### src/rtl/store_buffer.sv
// -----------------------------------------------------------------------------
// store_buffer
//
// Post-commit store buffer sitting between the CPU and data memory. Stores are
// queued in a small circular FIFO and drained to memory one per cycle whenever
// memory accepts a write. Loads go straight to memory, but any buffered store
// to the same word overrides the memory data, so a load always sees the
// youngest buffered value for its word.
//
// Parameters
//   W      data and address width
//   DEPTH  number of buffer entries (power of two, 2..16)
//
// Ports
//   clk              single clock, all state updates on its rising edge
//   rst              asynchronous active-low reset, discards every entry
//   s_en             CPU store request
//   s_addr, s_data   store byte address (word aligned) and data
//   s_ready          a store can be accepted this cycle
//   l_en, l_addr     CPU load request and address
//   l_data           load result (forwarded from the buffer or memory data)
//   mem_read_en      data-memory read enable (= l_en)
//   mem_read_addr    data-memory read address (= l_addr)
//   mem_read_data    data-memory read data, valid in the same cycle
//   mem_write_en     data-memory write strobe
//   mem_write_addr   data-memory write address (oldest entry)
//   mem_write_data   data-memory write data (oldest entry)
//   mem_write_ready  memory accepts a write this cycle
//   empty            no valid entries; usable as a drain-complete fence
//   overflow         sticky: a store arrived while the buffer was full
// -----------------------------------------------------------------------------
module store_buffer #(
   parameter int W     = 32,
   parameter int DEPTH = 4
) (
   input  logic         clk,
   input  logic         rst,
   input  logic         s_en,
   input  logic [W-1:0] s_addr,
   input  logic [W-1:0] s_data,
   output logic         s_ready,
   input  logic         l_en,
   input  logic [W-1:0] l_addr,
   output logic [W-1:0] l_data,
   output logic         mem_read_en,
   output logic [W-1:0] mem_read_addr,
   input  logic [W-1:0] mem_read_data,
   output logic         mem_write_en,
   output logic [W-1:0] mem_write_addr,
   output logic [W-1:0] mem_write_data,
   input  logic         mem_write_ready,
   output logic         empty,
   output logic         overflow
);

   localparam int PTR_W = (DEPTH > 1) ? $clog2(DEPTH) : 1;
   localparam int CNT_W = PTR_W + 1;
   localparam logic [CNT_W-1:0] FULL_CNT = CNT_W'(DEPTH);

   // Entry storage (not reset; validity is tracked separately)
   logic [W-1:0]     addr_q [DEPTH];
   logic [W-1:0]     data_q [DEPTH];
   logic [DEPTH-1:0] valid_q;

   logic [PTR_W-1:0] head_q;
   logic [PTR_W-1:0] tail_q;
   logic [CNT_W-1:0] count_q;
   logic             overflow_q;

   logic             has_entry;
   logic             push;
   logic             pop;

   logic             fwd_hit;
   logic [W-1:0]     fwd_data;
   logic [PTR_W-1:0] scan_idx;

   // Status derived from registered count only, so s_ready has no path from
   // mem_write_ready: a full buffer refuses a store even while draining.
   assign has_entry = (count_q != '0);
   assign s_ready   = (count_q != FULL_CNT);
   assign empty     = ~has_entry;
   assign overflow  = overflow_q;

   assign push = s_en & s_ready;
   assign pop  = has_entry & mem_write_ready;

   assign mem_write_en   = pop;
   assign mem_write_addr = has_entry ? addr_q[head_q] : '0;
   assign mem_write_data = has_entry ? data_q[head_q] : '0;

   assign mem_read_en   = l_en;
   assign mem_read_addr = l_addr;

   // Control state: pointers, count, valid bits, sticky overflow.
   // Push and pop never target the same slot: a push needs count<DEPTH and a
   // pop needs count>0, so head==tail cannot hold while both happen.
   always_ff @(posedge clk or negedge rst) begin
      if (!rst) begin
         head_q     <= '0;
         tail_q     <= '0;
         count_q    <= '0;
         valid_q    <= '0;
         overflow_q <= 1'b0;
      end else begin
         if (pop) begin
            valid_q[head_q] <= 1'b0;
            head_q          <= head_q + 1'b1;
         end
         if (push) begin
            valid_q[tail_q] <= 1'b1;
            tail_q          <= tail_q + 1'b1;
         end
         case ({push, pop})
            2'b10:   count_q <= count_q + 1'b1;
            2'b01:   count_q <= count_q - 1'b1;
            default: count_q <= count_q;
         endcase
         if (s_en && !s_ready) begin
            overflow_q <= 1'b1;
         end
      end
   end

   always_ff @(posedge clk) begin
      if (push) begin
         addr_q[tail_q] <= s_addr;
         data_q[tail_q] <= s_data;
      end
   end

   // Store-to-load forwarding. Entries are scanned oldest to youngest starting
   // at head, so the last hit is the youngest matching store. Only registered
   // entries are scanned: a store presented this cycle is not yet visible, and
   // the head entry being drained this cycle still forwards.
   always_comb begin
      fwd_hit  = 1'b0;
      fwd_data = '0;
      scan_idx = '0;
      for (int unsigned i = 0; i < DEPTH; i++) begin
         scan_idx = head_q + PTR_W'(i);
         if (valid_q[scan_idx] && (addr_q[scan_idx][W-1:2] == l_addr[W-1:2])) begin
            fwd_hit  = 1'b1;
            fwd_data = data_q[scan_idx];
         end
      end
   end

   assign l_data = fwd_hit ? fwd_data : mem_read_data;

endmodule

### config.mk
export PLATFORM = sky130hd
export DESIGN_NAME = store_buffer
export DESIGN_NICKNAME = d
export VERILOG_FILES = /design/src/rtl/store_buffer.sv
export SDC_FILE = /design/constraint.sdc
export NUM_CORES = 1
export LEC_CHECK = 0
export BUFFER_PORTS_ARGS = -buffer_cell sky130_fd_sc_hd__buf_4
export CAP_MARGIN = 40
export CORE_UTILIZATION = 30
export CTS_BUF_LIST = sky130_fd_sc_hd__clkbuf_4 sky130_fd_sc_hd__clkbuf_8
export CTS_CLUSTER_DIAMETER = 30
export DETAILED_ROUTE_END_ITERATION = 7
export PLACE_DENSITY_LB_ADDON = 0.12
export SLEW_MARGIN = 20
export SYNTH_ARGS = -nofsm -noshare
export SYNTH_HDL_FRONTEND = slang
export SYNTH_SLANG_ARGS = --single-unit
export TNS_END_PERCENT = 30
### constraint.sdc
create_clock -name clk -period 5.9 [get_ports clk]
set_input_delay 0.59 -clock clk [delete_from_list [all_inputs] [get_ports clk]]
set_output_delay 0.59 -clock clk [all_outputs]
set_load 0.01 [all_outputs]
==> summary.md <==
| Metric | Value |
|---|---|
| Place WS | `1.021 ns` |
| Top-area cell type share of the netlist area | `0.4027` |
| Min Tclk post-route | `5.541 ns` |
| PD cells | `566.4 nW/um^2` |
| Buffers on Ports | `259` |
| Via density | `5.489` |
| Nets | `1708` |
| Register area share after synthesis | `0.4184` |
| Achievable frequency | `180.5 MHz` |
| Die width | `254.3 um` |
| Critical Path Max Stage Delay | `0.65 ns` |
| Setup TNS | `0 ns` |
| Status | `completed` |
| P_leak | `8.084 nW` |
| Clock-pin transition on the worst setup and hold timing paths | `0.05 ns` |
| Most common cell on crit path | `buf_4` |
| Gp weighted congestion | `0.8621` |
| Final worst path period share | `0.9391` |
| Clk buf depth | `3` |
| Clk pwr share | `0.218` |
| Pin count of the biggest net entering global routing | `113` |
| Global route total overflow | `0` |
| Initial DRC count | `864` |
| Crit Path Class | `flip-flop to output pin` |
| Worst Path Required | `5.31 ns` |
| MaxCap Viol Count | `0` |
| Skew final | `0.02675 ns` |
| Post-Syn Area | `19090 sq um` |
| Crit path DAT | `4.95 ns` |
| Sw Share | `0.3902` |
| RSZ-0062 raised after global routing | `no` |
| Cells after synthesis | `1355` |
| Antenna viol nets, final | `0` |
| Comb pwr share | `0.565` |
| Total GRT Usage | `0.1935` |
| Crit Path Max Fanout | `32` |
| Drt pass-1 iters | `7` |
| Final setup margin | `0.3594 ns` |
| DP HPWL | `43110 um` |
| Vias | `13.58k` |
| Vias in the first global route | `13.84k` |
| Share of cells above drive strength 1 | `0.4311` |
| Worst Hold Class | `input port to flip-flop` |
| Die area | `64650 sq um` |
| Post-Syn Area per Cell | `14.09 sq um` |
| Yosys reg bits | `268` |
| Critical Path Start Type | `flip-flop` |
| Share of power burned in registers | `0.218` |
| Setup violators final | `0` |
| CTS tree | `built` |
| YS warnings | `0` |
| CP max stage cell | `or4_1` |
| Synth area leader | `edfxtp_1` |
| IO Count | `266` |
| CTS Root Cell | `clkbuf_8` |
| Slew Viols, Final | `0` |
| Final hold vios | `0` |
| Area Growth Syn to Fin | `21.92%` |
| Netlist cell types | `63` |
| Placeable Area | `62970 sq um` |
| First-pass GRT wire length | `91560 um` |
| WL final | `63150 um` |
| Worst rel slew slack | `0.4680` |
| Switching power | `5.144 mW` |
| Worst Setup End Kind | `output pin` |
| Crit-path cells | `inv_2, ha_4, buf_12, mux2i_1, a221oi_1, a21oi_1, or4_1, nor4_4, buf_4, a21boi_0, o22ai_1, o221ai_2, buf_4` |
| Die Ht | `254.3 um` |
| Drt wl/cell | `25.52 um` |
| Residual DRC count | `0` |
| Worst-Margin Slew | `0.7979 ns` |
| Standard-cell rows | `92` |
| Power Internal | `8.039 mW` |
| Min Hold Slack | `0.1121 ns` |
| # clock sinks | `268` |
| Main synth FF type | `edfxtp_1` |
| Total CTS buffers | `75` |
| Post-Syn Nets | `1498` |
| Synth area leaders | `edfxtp_1, mux4_2, mux2i_1` |
| Number of synthesized flops with an enable pin | `256` |
| Initial antenna violation count | `6` |
| H-tree levels | `3` |
| Async set-reset flop share out of synthesis | `0.04478` |
| Clock Latency Late Sink | `0.68 ns` |
| Fill cells | `6102` |
| Initial Util | `0.3032` |
| Maximum VDD drop | `0.0003442 V` |
==> state kept, by name (all words and copies together), names as in the netlist <==
| name | cells |
|---|---|
| overflow | 1 |
| data_q | 128 |
| count_q | 3 |
| valid_q | 4 |
| addr_q | 128 |
| head_q | 2 |
| tail_q | 2 |
==> cell type report <==
| class | instances | area [sq um] | share of cell area |
|---|---|---|---|
| diodes | 2 | 5.005 | 0.0002150 |
| clock buffers | 89 | 1137 | 0.04887 |
| clock inverters | 49 | 604.3 | 0.02596 |
| inverters | 53 | 198.9 | 0.008547 |
| multi-input cells | 869 | 9933 | 0.4268 |
| flip-flops and latches | 268 | 7995 | 0.3435 |
| well taps | 846 | 1059 | 0.04548 |
| repair buffers | 298 | 2342 | 0.1006 |
==> critical path: cells and delay by family, from the launching register on <==
family          cells  cell delay, ns
flops               1            0.49
compound gates      5            1.01
fa+ha+maj           1            0.61
buf+inv             4            1.00
mux                 1            0.12
simple gates        2            1.00
==> routing by layer <==
metal  track usage  routed length (um)
met5             0                  44
met2        0.3114               30470
met1        0.2590               27120
met3       0.03593                3858
met4       0.07229                1649
==> through the flow <==
step	total power [mW]	cells	util	cell area, sq um
3_5_place_dp	10.41	2332	0.3413	21490
3_3_place_gp	10.36	2328	0.3401	21420
4_1_cts	13.35	2471	0.3691	23240
6_report	13.18	2474	0.3696	23270
5_1_grt	13.93	2473	0.3696	23270
2_1_floorplan	8.205	1355	-	19090
==> synth_stat cells (all sizes together) (3+ instances only) <==
cell type	count
nand2	57
nand3	37
o22ai	72
and3	5
ha	9
a21boi	32
a2bb2oi	3
a31o	3
clkbuf	45
nor2b	64
o221ai	36
xnor2	82
nor4	7
or2	7
dfrtp	12
or4	4
a22oi	5
and2	6
o211ai	4
buf	120
a211oi	8
o2111ai	6
nand2b	6
a222oi	3
a21oi	12
mux2i	87
mux4	216
o21ai	10
inv	53
mux2	8
a21o	5
nand4	19
edfxtp	256
xor2	22
nor2	12
==> power groups by stage <==
stage               Sequential, mW  Clock [mW]  Combinational [mW]
detailed placement            2.90           0                7.51
global route                  2.92        3.04                7.97
global placement              2.88           0                7.48
CTS                           2.86        2.95                7.54
finish                        2.87        2.87                7.45
floorplan                     2.78           0                5.42
==> cell families (layout without fill, tap and decap cells) <==
group,count (synthesis),after routing,synth area share
compound gates,217,217,0.09288
xor+xnor,104,104,0.04772
fa+ha+maj,10,10,0.006948
buf+inv,218,489,0.06404
flops,268,268,0.4184
mux,311,311,0.3052
other cells,0,2,0
simple gates,227,227,0.06482
==> repair_timing <==
item,CTS,global route
setup buffers,0,0
hold buffers,1,0
endpoints found under the hold margin,12,0
gates resized for setup,0,0
==> path summary, 6_finish.rpt <==
path,from,slack [ns],endpoint,depth (start not counted)
setup / recovery,head_q[0],0.36,l_data[16],13
hold / removal,s_data[10],0.11,data_q[3][10],1
setup reg to reg,head_q[0],3.46,head_q[1],6
hold reg to reg,overflow,0.48,overflow,1
max in group asynchronous,rst,5.38,head_q[1],2
min in group asynchronous,rst,0.32,valid_q[0],2
==> cells in the final DEF (no fill, tap or decap), drive strengths merged, types with 22 or more instances in the layout <==
| master | netlist | layout |
|---|---|---|
| xor2 | 22 | 22 |
| buf | 120 | 297 |
| nand2 | 57 | 57 |
| o221ai | 36 | 36 |
| mux2i | 87 | 87 |
| edfxtp | 256 | 256 |
| nand3 | 37 | 37 |
| clkbuf | 45 | 89 |
| nor2b | 64 | 64 |
| a21boi | 32 | 32 |
| clkinv | 0 | 24 |
| mux4 | 216 | 216 |
| o22ai | 72 | 72 |
| inv | 53 | 62 |
| xnor2 | 82 | 82 |
No activity file was read; power rests on OpenSTA's default activity.
